--- config.mk ---
export PLATFORM = sky130hd
export DESIGN_NAME = dmux8way16_frame_rx
export DESIGN_NICKNAME = d
export VERILOG_FILES = /design/src/rtl/dmux8way16_frame_rx_pkg.sv /design/src/rtl/dmux8way16_frame_rx_lane_reg.sv /design/src/rtl/dmux8way16_frame_rx.sv
export SDC_FILE = /design/constraint.sdc
export NUM_CORES = 1
export LEC_CHECK = 0
export ABC_AREA = 1
export BUFFER_PORTS_ARGS = -buffer_cell sky130_fd_sc_hd__buf_4
export CORE_ASPECT_RATIO = 1.2
export CORE_MARGIN = 5
export CORE_UTILIZATION = 30
export CTS_CLUSTER_DIAMETER = 30
export DETAILED_ROUTE_END_ITERATION = 6
export MAX_ROUTING_LAYER = met4
export PLACE_DENSITY = 0.55
export REMOVE_ABC_BUFFERS = 1
export SYNTH_ARGS = -nofsm -noshare
export SYNTH_HDL_FRONTEND = slang
export SYNTH_HIERARCHICAL = 1
export SYNTH_SLANG_ARGS = --single-unit
--- constraint.sdc ---
create_clock -name clock -period 1.8 [get_ports clock]
set_clock_uncertainty 0.05 [all_clocks]
set_input_delay 0.27 -clock clock [delete_from_list [all_inputs] [get_ports clock]]
set_output_delay 0.27 -clock clock [all_outputs]
set_load 0.005 [all_outputs]
--- src/rtl/dmux8way16_frame_rx_pkg.sv ---
// Shared types and constants for the dmux8way16 frame receiver.
// Holds the FSM state encoding, slot geometry and the slot-to-lane decode.
package dmux8way16_frame_rx_pkg;

  typedef enum logic [1:0] {
    IDLE    = 2'd0,
    COLLECT = 2'd1,
    HOLD    = 2'd2
  } rx_state_e;

  localparam int unsigned N_SLOTS = 8;
  localparam int unsigned SLOT_W  = 3;

  // One-hot lane write enable for a given frame slot.
  function automatic logic [N_SLOTS-1:0] slot_onehot(input logic [SLOT_W-1:0] slot);
    logic [N_SLOTS-1:0] oh;
    oh       = '0;
    oh[slot] = 1'b1;
    return oh;
  endfunction

endpackage

--- src/rtl/dmux8way16_frame_rx_lane_reg.sv ---
// Single lane register: WIDTH-bit storage with synchronous reset and load enable.
module lane_reg #(
  parameter int WIDTH = 16
) (
  input  logic             clock,
  input  logic             reset,
  input  logic             load_i,
  input  logic [WIDTH-1:0] d_i,
  output logic [WIDTH-1:0] q_o
);

  logic [WIDTH-1:0] data_q;

  // NOTE: lanes are plain flops, not a RAM, so resetting them is cheap and lets a reset visibly clear every lane.
  always_ff @(posedge clock) begin
    if (reset) begin
      data_q <= '0;
    end else if (load_i) begin
      data_q <= d_i;
    end
  end

  assign q_o = data_q;

endmodule

--- src/rtl/dmux8way16_frame_rx.sv ---
// Serial-to-parallel frame receiver: scatters 8 consecutive words into lanes a..h
// and holds the frame under a valid/ack handshake, with resync and idle-timeout abort.
module dmux8way16_frame_rx
  import dmux8way16_frame_rx_pkg::*;
#(
  parameter int WIDTH   = 16,
  parameter int TIMEOUT = 15
) (
  input  logic             clock,
  input  logic             reset,
  input  logic [WIDTH-1:0] in,
  input  logic             in_valid,
  input  logic             in_sync,
  output logic             in_ready,
  output logic [WIDTH-1:0] a,
  output logic [WIDTH-1:0] b,
  output logic [WIDTH-1:0] c,
  output logic [WIDTH-1:0] d,
  output logic [WIDTH-1:0] e,
  output logic [WIDTH-1:0] f,
  output logic [WIDTH-1:0] g,
  output logic [WIDTH-1:0] h,
  output logic             out_valid,
  input  logic             out_ack,
  output logic             frame_err
);

  localparam int TIMER_W = (TIMEOUT > 0) ? $clog2(TIMEOUT + 1) : 1;
  localparam logic [TIMER_W-1:0] TIMER_LAST = TIMER_W'((TIMEOUT > 0) ? TIMEOUT - 1 : 0);

  rx_state_e          state_q, state_d;
  logic [SLOT_W-1:0]  slot_q,  slot_d;
  logic [TIMER_W-1:0] timer_q, timer_d;
  logic               err_q,   err_d;
  logic [N_SLOTS-1:0] lane_we;
  logic               accept;
  logic [WIDTH-1:0]   lane_q [N_SLOTS];

  // in_ready decodes registered state only, so it never loops back through in_valid.
  assign in_ready = (state_q != HOLD);
  assign accept   = in_valid && in_ready;

  // NOTE: sequential state uses non-blocking assignments so every flop samples pre-edge values.
  always_ff @(posedge clock) begin
    if (reset) begin
      state_q <= IDLE;
      slot_q  <= '0;
      timer_q <= '0;
      err_q   <= 1'b0;
    end else begin
      state_q <= state_d;
      slot_q  <= slot_d;
      timer_q <= timer_d;
      err_q   <= err_d;
    end
  end

  // NOTE: every output of this block gets a default first, so no path can infer a latch.
  always_comb begin
    state_d = state_q;
    slot_d  = slot_q;
    timer_d = timer_q;
    err_d   = 1'b0;
    lane_we = '0;
    unique case (state_q)
      IDLE: begin
        timer_d = '0;
        if (accept) begin
          if (in_sync) begin
            lane_we = slot_onehot(SLOT_W'(0));
            slot_d  = SLOT_W'(1);
            state_d = COLLECT;
          end else begin
            err_d = 1'b1;
          end
        end
      end
      COLLECT: begin
        if (accept) begin
          timer_d = '0;
          if (in_sync) begin
            err_d   = 1'b1;
            lane_we = slot_onehot(SLOT_W'(0));
            slot_d  = SLOT_W'(1);
          end else begin
            lane_we = slot_onehot(slot_q);
            slot_d  = slot_q + 1'b1;
            if (slot_q == SLOT_W'(N_SLOTS - 1)) begin
              state_d = HOLD;
            end
          end
        end else if (TIMEOUT != 0) begin
          // Abort on the idle cycle that would bring the count up to TIMEOUT.
          if (timer_q == TIMER_LAST) begin
            err_d   = 1'b1;
            slot_d  = '0;
            timer_d = '0;
            state_d = IDLE;
          end else begin
            timer_d = timer_q + 1'b1;
          end
        end
      end
      HOLD: begin
        timer_d = '0;
        if (out_ack) begin
          slot_d  = '0;
          state_d = IDLE;
        end
      end
      default: begin
        slot_d  = '0;
        timer_d = '0;
        state_d = IDLE;
      end
    endcase
  end

  for (genvar i = 0; i < N_SLOTS; i++) begin : g_lane
    lane_reg #(.WIDTH(WIDTH)) u_lane (
      .clock  (clock),
      .reset  (reset),
      .load_i (lane_we[i]),
      .d_i    (in),
      .q_o    (lane_q[i])
    );
  end

  assign a = lane_q[0];
  assign b = lane_q[1];
  assign c = lane_q[2];
  assign d = lane_q[3];
  assign e = lane_q[4];
  assign f = lane_q[5];
  assign g = lane_q[6];
  assign h = lane_q[7];

  assign out_valid = (state_q == HOLD);
  assign frame_err = err_q;

endmodule

==> metrics.json, run 1 <==
{
  "outcome": {
    "outcome": "finished clean"
  },
  "sta": {
    "tightest_slew_ns": 0.559,
    "timing.max_slew.rel_slack": 0.627,
    "setup_viol_count_final": 0,
    "finalHoldViolations": 0,
    "layout_worst_path_cycle_share": 0.956,
    "clock.fmax_ghz": 0.581,
    "report.final.slew_viol_count": 0,
    "layout_min_cycle_time_ns": 1.72,
    "fin_ws_ns": 0.0789
  },
  "layout": {
    "final_util": 0.411,
    "layoutNonFillerInstCount": 1327,
    "flow.area_growth_from_synthesis_pct": 34.3,
    "fin_nets": 1078,
    "layout-drive-gt1-share": 0.220,
    "insertedDiodeCount": 0
  },
  "clock_tree": {
    "cts_buffer_depth": 2,
    "clock_sink_count": 138,
    "htree_num_levels": 4,
    "register_clock_pin_slew_on_the_reported_worst_setup_and_hold_paths_ns": 0.06,
    "cts_hold_repair.buffers": 0,
    "cts-root-buf": "sky130_fd_sc_hd__clkbuf_16",
    "numCtsBuffers": 17,
    "clock_tree_from_tritoncts": "yes",
    "clock_insertion_delay_worst_skew_ns": 0.41
  },
  "global_routing": {
    "track_usage": 0.162,
    "grt_max_degree": 33,
    "gr_ovfl_total": 0,
    "initial_antenna_violation_count": 0,
    "grt_first_pass_wirelength_mm": 27.6,
    "first_global_vias": 4842
  },
  "place": {
    "io_port_bufs": 151,
    "hpwl_mm": 11.7,
    "placed_cells": 1290,
    "gp_congestion": 0.739,
    "pre_cts_ws_ns": 0.0766
  },
  "synthesis": {
    "yosysSeqAreaShare": 0.461,
    "synth_edf_count": 0,
    "netlist_top_cells_count": "276 x sky130_fd_sc_hd__nand2_1, 256 x sky130_fd_sc_hd__nor2_1, 149 x sky130_fd_sc_hd__inv_1",
    "ys_warn_count": 6,
    "synth.top_cells.by_area": "sky130_fd_sc_hd__dfxtp_1 46%, sky130_fd_sc_hd__nand2_1 17%, sky130_fd_sc_hd__nor2_1 16%",
    "postSynth.topFlopCell": "sky130_fd_sc_hd__dfxtp_1",
    "cell_type_with_the_highest_aggregate_area_in_the_netlist": "sky130_fd_sc_hd__dfxtp_1",
    "postSynthRegisterBits": 138,
    "synth_cells": 899,
    "post_synth.cell_area_avg_um2": 6.67,
    "asyncSetResetFlopFracSynth": 0,
    "synth.lib_cells_used.distinct": 23,
    "synth.most_common_cell": "sky130_fd_sc_hd__nand2_1",
    "synthesized_area_um2": 6000,
    "portion_of_synthesized_cell_area_occupied_by_the_leading_cell_type": 0.461
  },
  "detailed_routing": {
    "dr.pass1.iters": 4,
    "routed_via_density": 4.03,
    "drt-total-wl_mm": 18.3,
    "wl_per_cell_um": 13.8,
    "post-route-drc-count": 0,
    "drt.antenna.violating_nets": 0,
    "drt_first_iter_violations": 430,
    "dr_total_vias": 5348
  },
  "floorplanning": {
    "ios": 152,
    "number_of_standard_cell_rows_in_the_floorplan": 56,
    "initial_core_util": 0.306,
    "die_area_um2": 22900,
    "die_width_um": 139,
    "core_area_um2": 19600,
    "chipHeight_um": 165
  },
  "power_and_ir_drop": {
    "power.density_cell_area_nw_per_um2": 1040,
    "vdd.ir_drop.worst_v": 0.000620,
    "power_leakage_nw": 4.11,
    "total_power_mw": 8.40
  },
  "worst_setup_path": {
    "critical_path_arrival_ns": 1.97,
    "cpPeakStageDelay_ns": 0.34,
    "worstPathRequired_ns": 2.05,
    "critical_path.cell_chain": "inv_2 -> nand2_4 -> nor2_4 -> inv_2 -> nor2_4 -> nand2_4 -> nor3_4 -> buf_12 -> clkbuf_16 -> nand2_1 -> nand2_1 -> nor2_1",
    "cp_slowest_cell": "sky130_fd_sc_hd__dfxtp_2",
    "endpoint_kind": "flop",
    "timing.setup.critical_path_class": "flop to flop",
    "crit_path_start_kind": "flop",
    "critical_path.max_fanout": 8
  },
  "worst_hold_path": {
    "hold_class": "primary input to flop"
  },
  "job": {
    "maxCapViolCount": 0
  }
}
[cell families (layout without fill, tap and decap cells)]
family,Yosys count,in the layout,synth area share
AND/OR/NAND/NOR,567,567,0.374
buffers and inverters,183,350,0.150
flip-flops,138,138,0.461
AO/OA/AOI/OAI,5,5,0.00438
adder cells (fa/ha/maj),4,4,0.00834
XOR/XNOR,2,2,0.00292
[registers in the layout, summed over array words and instances, names as in the netlist]
name and count:
state_q 2, g_lane.u_lane/q_o 128, timer_q 4, frame_err 1, slot_q 3
[final timing paths]
path | from | end | slack [ns] | depth (start not counted)
setup / recovery | state_q[1] | g_lane[3].u_lane/q_o[14] | 0.08 | 12
setup reg to reg | state_q[1] | g_lane[3].u_lane/q_o[14] | 0.08 | 12
hold / removal | reset | slot_q[2] | 0.14 | 2
hold reg to reg | timer_q[0] | timer_q[0] | 0.41 | 1
[power by group]
group          internal [mW]  total (mW)  switching (mW)
logic                  0.613        1.44           0.832
clock network           2.29        3.59            1.30
registers               3.24        3.37           0.131
total                   6.14        8.40            2.26
[cells in the final DEF (no fill, tap or decap)]
cell and n:
sky130_fd_sc_hd__a21oi_1 3, sky130_fd_sc_hd__buf_12 9, sky130_fd_sc_hd__buf_4 156, sky130_fd_sc_hd__bufinv_16 3, sky130_fd_sc_hd__clkbuf_1 6, sky130_fd_sc_hd__clkbuf_16 19
sky130_fd_sc_hd__clkbuf_8 3, sky130_fd_sc_hd__clkinv_2 1, sky130_fd_sc_hd__clkinv_4 1, sky130_fd_sc_hd__clkinvlp_4 1, sky130_fd_sc_hd__dfxtp_1 136, sky130_fd_sc_hd__dfxtp_2 2
sky130_fd_sc_hd__ha_1 4, sky130_fd_sc_hd__inv_1 148, sky130_fd_sc_hd__inv_2 3, sky130_fd_sc_hd__nand2_1 273, sky130_fd_sc_hd__nand2_2 4, sky130_fd_sc_hd__nand2_4 3
sky130_fd_sc_hd__nand3_1 4, sky130_fd_sc_hd__nand3_2 1, sky130_fd_sc_hd__nand3_4 1, sky130_fd_sc_hd__nand4_1 1, sky130_fd_sc_hd__nor2_1 252, sky130_fd_sc_hd__nor2_2 21
sky130_fd_sc_hd__nor2_4 2, sky130_fd_sc_hd__nor3_1 2, sky130_fd_sc_hd__nor3_4 3, sky130_fd_sc_hd__o21ai_0 1, sky130_fd_sc_hd__o22ai_2 1, sky130_fd_sc_hd__xnor2_1 1
sky130_fd_sc_hd__xor2_1 1
[per-stage QoR]
step	TNS [ns]	cell area, µm²	hold slack, ns
final	0	8060	0.139
after CTS	0	7950	0.115
after global routing	-0.0478	8060	0.127
after global placement	0	7350	0.398
after floorplan	-50.68	5670	0.289
after detailed placement	0	7350	0.402
[worst max-delay path: cells and delay by family, from the launching register on]
| kind | cells | cell delay, ns |
|---|---|---|
| simple gates | 8 | 0.80 |
| flops | 1 | 0.34 |
| buf+inv | 4 | 0.42 |
[routing by layer]
layer  vias to the layer above  global-route usage  wire [µm]
met4                         0              0.0423        216
met3                        12              0.0365        794
met5                         -                   -          0
met1                      2345               0.194       8240
met2                       113               0.279       9100
li1                       2878                   -          -
[what timing repair did]
item	4_1_cts	5_1_grt
setup endpoints to repair	0	109
resized for setup	0	9
hold endpoints to repair	0	0
buffers inserted	0	3
[area by class of cell]
cell class,instances,area [µm²]
Clock inverter,6,111
Multi-Input combinational cell,578,2400
Sequential cell,138,2770
Inverter,151,567
Fill cell,2128,11600
Tap cell,261,327
Clock buffer,26,489
Timing Repair Buffer,167,1400
(Power assumes the default switching activity.)
==> run 2, diff against run 1 <==
--- a/config.mk
+++ b/config.mk
@@ -7,7 +7,8 @@
 export LEC_CHECK = 0
 export ABC_AREA = 1
 export BUFFER_PORTS_ARGS = -buffer_cell sky130_fd_sc_hd__buf_4
-export CORE_ASPECT_RATIO = 1.2
+export CAP_MARGIN = 20
+export CORE_ASPECT_RATIO = 1.25
 export CORE_MARGIN = 5
 export CORE_UTILIZATION = 30
 export CTS_CLUSTER_DIAMETER = 30
==> run 2 against run 1 <==
Against the previous run: global-route usage rose by 0.21 points; via count fell by 0.60%; setup slack got worse by 0.0071 ns; sequential share of layout area rose by 0.29 points.
==> metrics.json, run 2 (same netlist as run 1, synthesis figures left out) <==
{
  "clock_tree": {
    "htree_num_levels": 4,
    "numCtsBuffers": 17,
    "register_clock_pin_slew_on_the_reported_worst_setup_and_hold_paths_ns": 0.06,
    "clock_sink_count": 138,
    "cts-root-buf": "sky130_fd_sc_hd__clkbuf_16",
    "cts_buffer_depth": 2,
    "clock_tree_from_tritoncts": "yes",
    "clock_insertion_delay_worst_skew_ns": 0.41
  },
  "global_routing": {
    "gr_ovfl_total": 0,
    "grt_max_degree": 33,
    "track_usage": 0.165,
    "initial_antenna_violation_count": 0,
    "first_global_vias": 4858,
    "grt_first_pass_wirelength_mm": 27.6
  },
  "sta": {
    "timing.max_slew.rel_slack": 0.634,
    "finalHoldViolations": 0,
    "report.final.slew_viol_count": 0,
    "setup_viol_count_final": 0,
    "final.hold.worst_slack_ns": 0.120,
    "layout_worst_path_cycle_share": 0.960,
    "unrepaired_setup_endpoints_after_global_routing": "yes",
    "finalSetupTns_ns": 0,
    "layout_min_cycle_time_ns": 1.73,
    "clock.fmax_ghz": 0.579,
    "tightest_slew_ns": 0.548
  },
  "detailed_routing": {
    "dr_total_vias": 5316,
    "wl_per_cell_um": 13.7,
    "post-route-drc-count": 0,
    "drt_first_iter_violations": 294,
    "drt-total-wl_mm": 18.2,
    "routed_via_density": 4.01,
    "dr.pass1.iters": 4,
    "drt.antenna.violating_nets": 0
  },
  "layout": {
    "insertedDiodeCount": 0,
    "fin_nets": 1076,
    "final_util": 0.409,
    "commonest_non_fill_non_tap_cells_in_the_layout": "267 x sky130_fd_sc_hd__nand2_1, 251 x sky130_fd_sc_hd__nor2_1, 154 x sky130_fd_sc_hd__buf_4, 148 x sky130_fd_sc_hd__inv_1, 136 x sky130_fd_sc_hd__dfxtp_1",
    "largest_register_ffs": 128,
    "layout.cells.most_common": "sky130_fd_sc_hd__nand2_1",
    "layout-drive-gt1-share": 0.226,
    "flow.area_growth_from_synthesis_pct": 33.3
  },
  "worst_setup_path": {
    "critical_path.n_buffers_inverters": 4,
    "critical_path_arrival_ns": 1.99,
    "critical_path.max_fanout": 16,
    "timing.setup.critical_path_class": "flop to flop",
    "worstPathRequired_ns": 2.06,
    "cpPeakStageDelay_ns": 0.36,
    "cp_slowest_cell": "sky130_fd_sc_hd__dfxtp_4",
    "critical_path.cell_chain": "inv_4 -> nand2_4 -> nor2_4 -> inv_2 -> nor2_4 -> nand2_4 -> nor3_4 -> buf_6 -> clkbuf_16 -> nand2_2 -> nand2_1 -> nor2_1",
    "cpLargestDelayFamily": "simple AND/OR/NAND/NOR gates",
    "crit_path_start_kind": "flop",
    "endpoint_kind": "flop"
  },
  "floorplanning": {
    "core_area_um2": 19500,
    "die_area_um2": 22900,
    "initial_core_util": 0.307,
    "die_width_um": 136,
    "number_of_standard_cell_rows_in_the_floorplan": 57,
    "chipHeight_um": 168,
    "ios": 152
  },
  "power_and_ir_drop": {
    "power_leakage_nw": 4.07,
    "power.density_cell_area_nw_per_um2": 1010,
    "vdd.ir_drop.worst_v": 0.000596
  },
  "place": {
    "hpwl_mm": 11.8,
    "io_port_bufs": 151,
    "gp_congestion": 0.763
  },
  "job": {
    "maxCapViolCount": 0
  },
  "worst_hold_path": {
    "hold_class": "primary input to flop"
  },
  "outcome": {
    "outcome": "finished clean"
  }
}
-- run 2: worst paths after layout --
| kind | slack [ns] | endpoint | startpoint | cells after the start |
|---|---|---|---|---|
| max | 0.07 | g_lane[1].u_lane/q_o[14] | state_q[1] | 12 |
| max reg2reg | 0.07 | g_lane[1].u_lane/q_o[14] | state_q[1] | 12 |
| min reg2reg | 0.41 | timer_q[0] | timer_q[0] | 1 |
| min | 0.12 | slot_q[1] | reset | 2 |
-- run 2: worst register-to-register path, cell delays in order, from the launching register on --
cell	delay, ns
sky130_fd_sc_hd__dfxtp_4	0.36
sky130_fd_sc_hd__inv_4	0.06
sky130_fd_sc_hd__nand2_4	0.05
sky130_fd_sc_hd__nor2_4	0.12
sky130_fd_sc_hd__inv_2	0.06
sky130_fd_sc_hd__nor2_4	0.17
sky130_fd_sc_hd__nand2_4	0.11
sky130_fd_sc_hd__nor3_4	0.20
sky130_fd_sc_hd__buf_6	0.15
sky130_fd_sc_hd__clkbuf_16	0.17
sky130_fd_sc_hd__nand2_2	0.05
sky130_fd_sc_hd__nand2_1	0.05
sky130_fd_sc_hd__nor2_1	0.04
-- run 2: stage by stage --
step	std cells	worst slack (ns)	area, µm²	total power [mW]
after detailed placement	1291	0.0679	7330	4.75
after CTS	1321	0.0552	7870	8.03
after global placement	1291	0.106	7330	4.74
final	1327	0.0718	8000	8.05
after global routing	1327	-0.0370	8000	8.50
after floorplan	867	-0.477	5670	4.16
-- run 2: power breakdown --
part           internal [mW]  switching [mW]
clock network           1.95            1.30
registers               3.24           0.137
logic                  0.606           0.826
total                   5.79            2.26
-- run 2: layout make-up --
class / count / area, µm²
clock inverters: 8 / 72.6
repair buffers: 165 / 1380
flip-flops and latches: 138 / 2770
inverters: 151 / 569
well taps: 265 / 332
fillers: 2117 / 11500
multi-input cells: 578 / 2410
clock buffers: 22 / 464
-- run 2: repair_timing --
action | in CTS | in global routing
buffers inserted | 0 | 4
endpoints found under the setup margin | 0 | 112
hold buffers | 0 | 0
resized for setup | 0 | 19
-- run 2: metal layers --
layer | global-route usage | vias to the layer above | part of all wire
met5 | - | - | 0
met4 | 0.0618 | 0 | 0.025
met3 | 0.0299 | 27 | 0.035
met2 | 0.272 | 107 | 0.49
met1 | 0.199 | 2309 | 0.45
li1 | - | 2873 | -
==> run 3, diff against run 2 <==
--- a/config.mk
+++ b/config.mk
@@ -8,13 +8,16 @@
 export ABC_AREA = 1
 export BUFFER_PORTS_ARGS = -buffer_cell sky130_fd_sc_hd__buf_4
 export CAP_MARGIN = 20
+export CELL_PAD_IN_SITES_DETAIL_PLACEMENT = 0
+export CELL_PAD_IN_SITES_GLOBAL_PLACEMENT = 1
 export CORE_ASPECT_RATIO = 1.25
 export CORE_MARGIN = 5
 export CORE_UTILIZATION = 30
 export CTS_CLUSTER_DIAMETER = 30
 export DETAILED_ROUTE_END_ITERATION = 6
+export GPL_TIMING_DRIVEN = 1
 export MAX_ROUTING_LAYER = met4
-export PLACE_DENSITY = 0.55
+export PLACE_DENSITY = 0.72
 export REMOVE_ABC_BUFFERS = 1
 export SYNTH_ARGS = -nofsm -noshare
 export SYNTH_HDL_FRONTEND = slang
==> run 3 against run 2 <==
Against the previous run: die area did not move; first-iteration DRC count rose by 31%; sequential cell count did not move; core utilization barely moved; sequential share of layout area barely moved; setup slack got worse by 0.0034 ns; cell count did not move; largest power group unchanged; highest routed layer unchanged.
==> metrics.json, run 3 (same netlist as run 1, synthesis figures left out) <==
{
  "worst_setup_path": {
    "critical_path.max_fanout": 8,
    "crit_path_start_kind": "flop",
    "worstPathRequired_ns": 2.06,
    "r2r_setup_slack_ns": 0.07,
    "timing.setup.critical_path_class": "flop to flop",
    "endpoint_kind": "flop",
    "critical_path_arrival_ns": 1.99
  },
  "clock_tree": {
    "clock_sink_count": 138,
    "cts-root-buf": "sky130_fd_sc_hd__clkbuf_16",
    "clock_insertion_delay_worst_skew_ns": 0.42,
    "numCtsBuffers": 17,
    "htree_num_levels": 4,
    "clock_tree_from_tritoncts": "yes",
    "cts_buffer_depth": 2,
    "register_clock_pin_slew_on_the_reported_worst_setup_and_hold_paths_ns": 0.06
  },
  "place": {
    "hpwl_mm": 11.7,
    "pre_cts_ws_ns": 0.0697,
    "placed_cells": 1291,
    "gp_congestion": 0.727,
    "io_port_bufs": 151
  },
  "power_and_ir_drop": {
    "total_power_mw": 8.06,
    "power_leakage_nw": 4.07,
    "vdd.ir_drop.worst_v": 0.000578,
    "power.density_cell_area_nw_per_um2": 1010
  },
  "detailed_routing": {
    "drt-total-wl_mm": 18.3,
    "dr.pass1.iters": 4,
    "dr_total_vias": 5290,
    "routed_via_density": 3.99,
    "wl_per_cell_um": 13.8,
    "post-route-drc-count": 0,
    "drt_first_iter_violations": 385,
    "drt.antenna.violating_nets": 0
  },
  "layout": {
    "layout.cells.most_common": "sky130_fd_sc_hd__nand2_1",
    "final_util": 0.409,
    "largest_register_ffs": 128,
    "insertedDiodeCount": 0,
    "commonest_non_fill_non_tap_cells_in_the_layout": "272 x sky130_fd_sc_hd__nand2_1, 251 x sky130_fd_sc_hd__nor2_1, 153 x sky130_fd_sc_hd__buf_4, 148 x sky130_fd_sc_hd__inv_1, 136 x sky130_fd_sc_hd__dfxtp_1",
    "layoutNonFillerInstCount": 1327,
    "flow.area_growth_from_synthesis_pct": 33.2,
    "layout-drive-gt1-share": 0.221,
    "fin_nets": 1075
  },
  "sta": {
    "timing.max_slew.rel_slack": 0.628,
    "layout_worst_path_cycle_share": 0.962,
    "finalHoldViolations": 0,
    "clock.fmax_ghz": 0.577,
    "setup_viol_count_final": 0,
    "fin_ws_ns": 0.0684,
    "report.final.slew_viol_count": 0,
    "layout_min_cycle_time_ns": 1.73,
    "tightest_slew_ns": 0.557
  },
  "floorplanning": {
    "chipHeight_um": 168,
    "initial_core_util": 0.307,
    "die_width_um": 136,
    "core_area_um2": 19500,
    "ios": 152,
    "number_of_standard_cell_rows_in_the_floorplan": 57,
    "die_area_um2": 22900
  },
  "global_routing": {
    "grt_max_degree": 33,
    "initial_antenna_violation_count": 0,
    "track_usage": 0.163,
    "gr_ovfl_total": 0,
    "grt_first_pass_wirelength_mm": 27.3,
    "first_global_vias": 4730
  },
  "outcome": {
    "outcome": "finished clean"
  },
  "worst_hold_path": {
    "hold_class": "primary input to flop"
  },
  "job": {
    "maxCapViolCount": 0
  }
}
## run 3: metal layers
| layer | global-route usage | wire [µm] | vias to the layer above |
|---|---|---|---|
| met5 | - | 0 | - |
| met4 | 0.0552 | 144 | 0 |
| met3 | 0.0281 | 703 | 9 |
| met2 | 0.269 | 9140 | 99 |
| met1 | 0.200 | 8320 | 2321 |
| li1 | - | - | 2861 |
## run 3: report_power, final
group	internal, mW	switching, mW	leakage (nW)
sequential	3.23	0.118	1.12
combinational	0.584	0.827	2.69
clock	1.99	1.31	0.269
total	5.81	2.26	4.07
## run 3: through the flow
step | instance area, µm² | hold slack (ns) | TNS (ns)
global route | 7990 | 0.102 | -0.371
global placement | 7330 | 0.399 | 0
floorplan | 5670 | 0.289 | -50.68
finish | 7990 | 0.101 | 0
CTS | 7880 | 0.0909 | 0
detailed placement | 7330 | 0.406 | 0
## run 3: what timing repair did
| item | in CTS | in global routing |
|---|---|---|
| setup buffers | 0 | 3 |
| endpoints found under the setup margin | 0 | 99 |
| resized for setup | 0 | 11 |
| hold buffers | 0 | 0 |
## run 3: path summary, 6_finish.rpt
kind	from	to	cells past startpoint
max	state_q[1]	g_lane[1].u_lane/q_o[14]	12
min	reset	slot_q[2]	2
max reg2reg	state_q[1]	g_lane[1].u_lane/q_o[14]	12
min reg2reg	timer_q[0]	timer_q[0]	1
## run 3: critical path: stages (launching register included)
cell	delay (ns)
sky130_fd_sc_hd__dfxtp_2	0.33
sky130_fd_sc_hd__inv_2	0.06
sky130_fd_sc_hd__nand2_2	0.07
sky130_fd_sc_hd__nor2_4	0.14
sky130_fd_sc_hd__inv_2	0.06
sky130_fd_sc_hd__nor2_4	0.16
sky130_fd_sc_hd__nand2_4	0.10
sky130_fd_sc_hd__nor3_4	0.22
sky130_fd_sc_hd__buf_12	0.14
sky130_fd_sc_hd__clkbuf_16	0.14
sky130_fd_sc_hd__nand2_1	0.05
sky130_fd_sc_hd__nand2_1	0.05
sky130_fd_sc_hd__nor2_1	0.05
## run 3: final cells by class
class                      instances  area (µm²)
fill                            2187       11500
sequential                       138        2770
multi-input combinational        578        2400
timing repair buffer             164        1380
inverter                         151         567
clock buffer                      23         478
tap                              265         332
clock inverter                     8        70.1
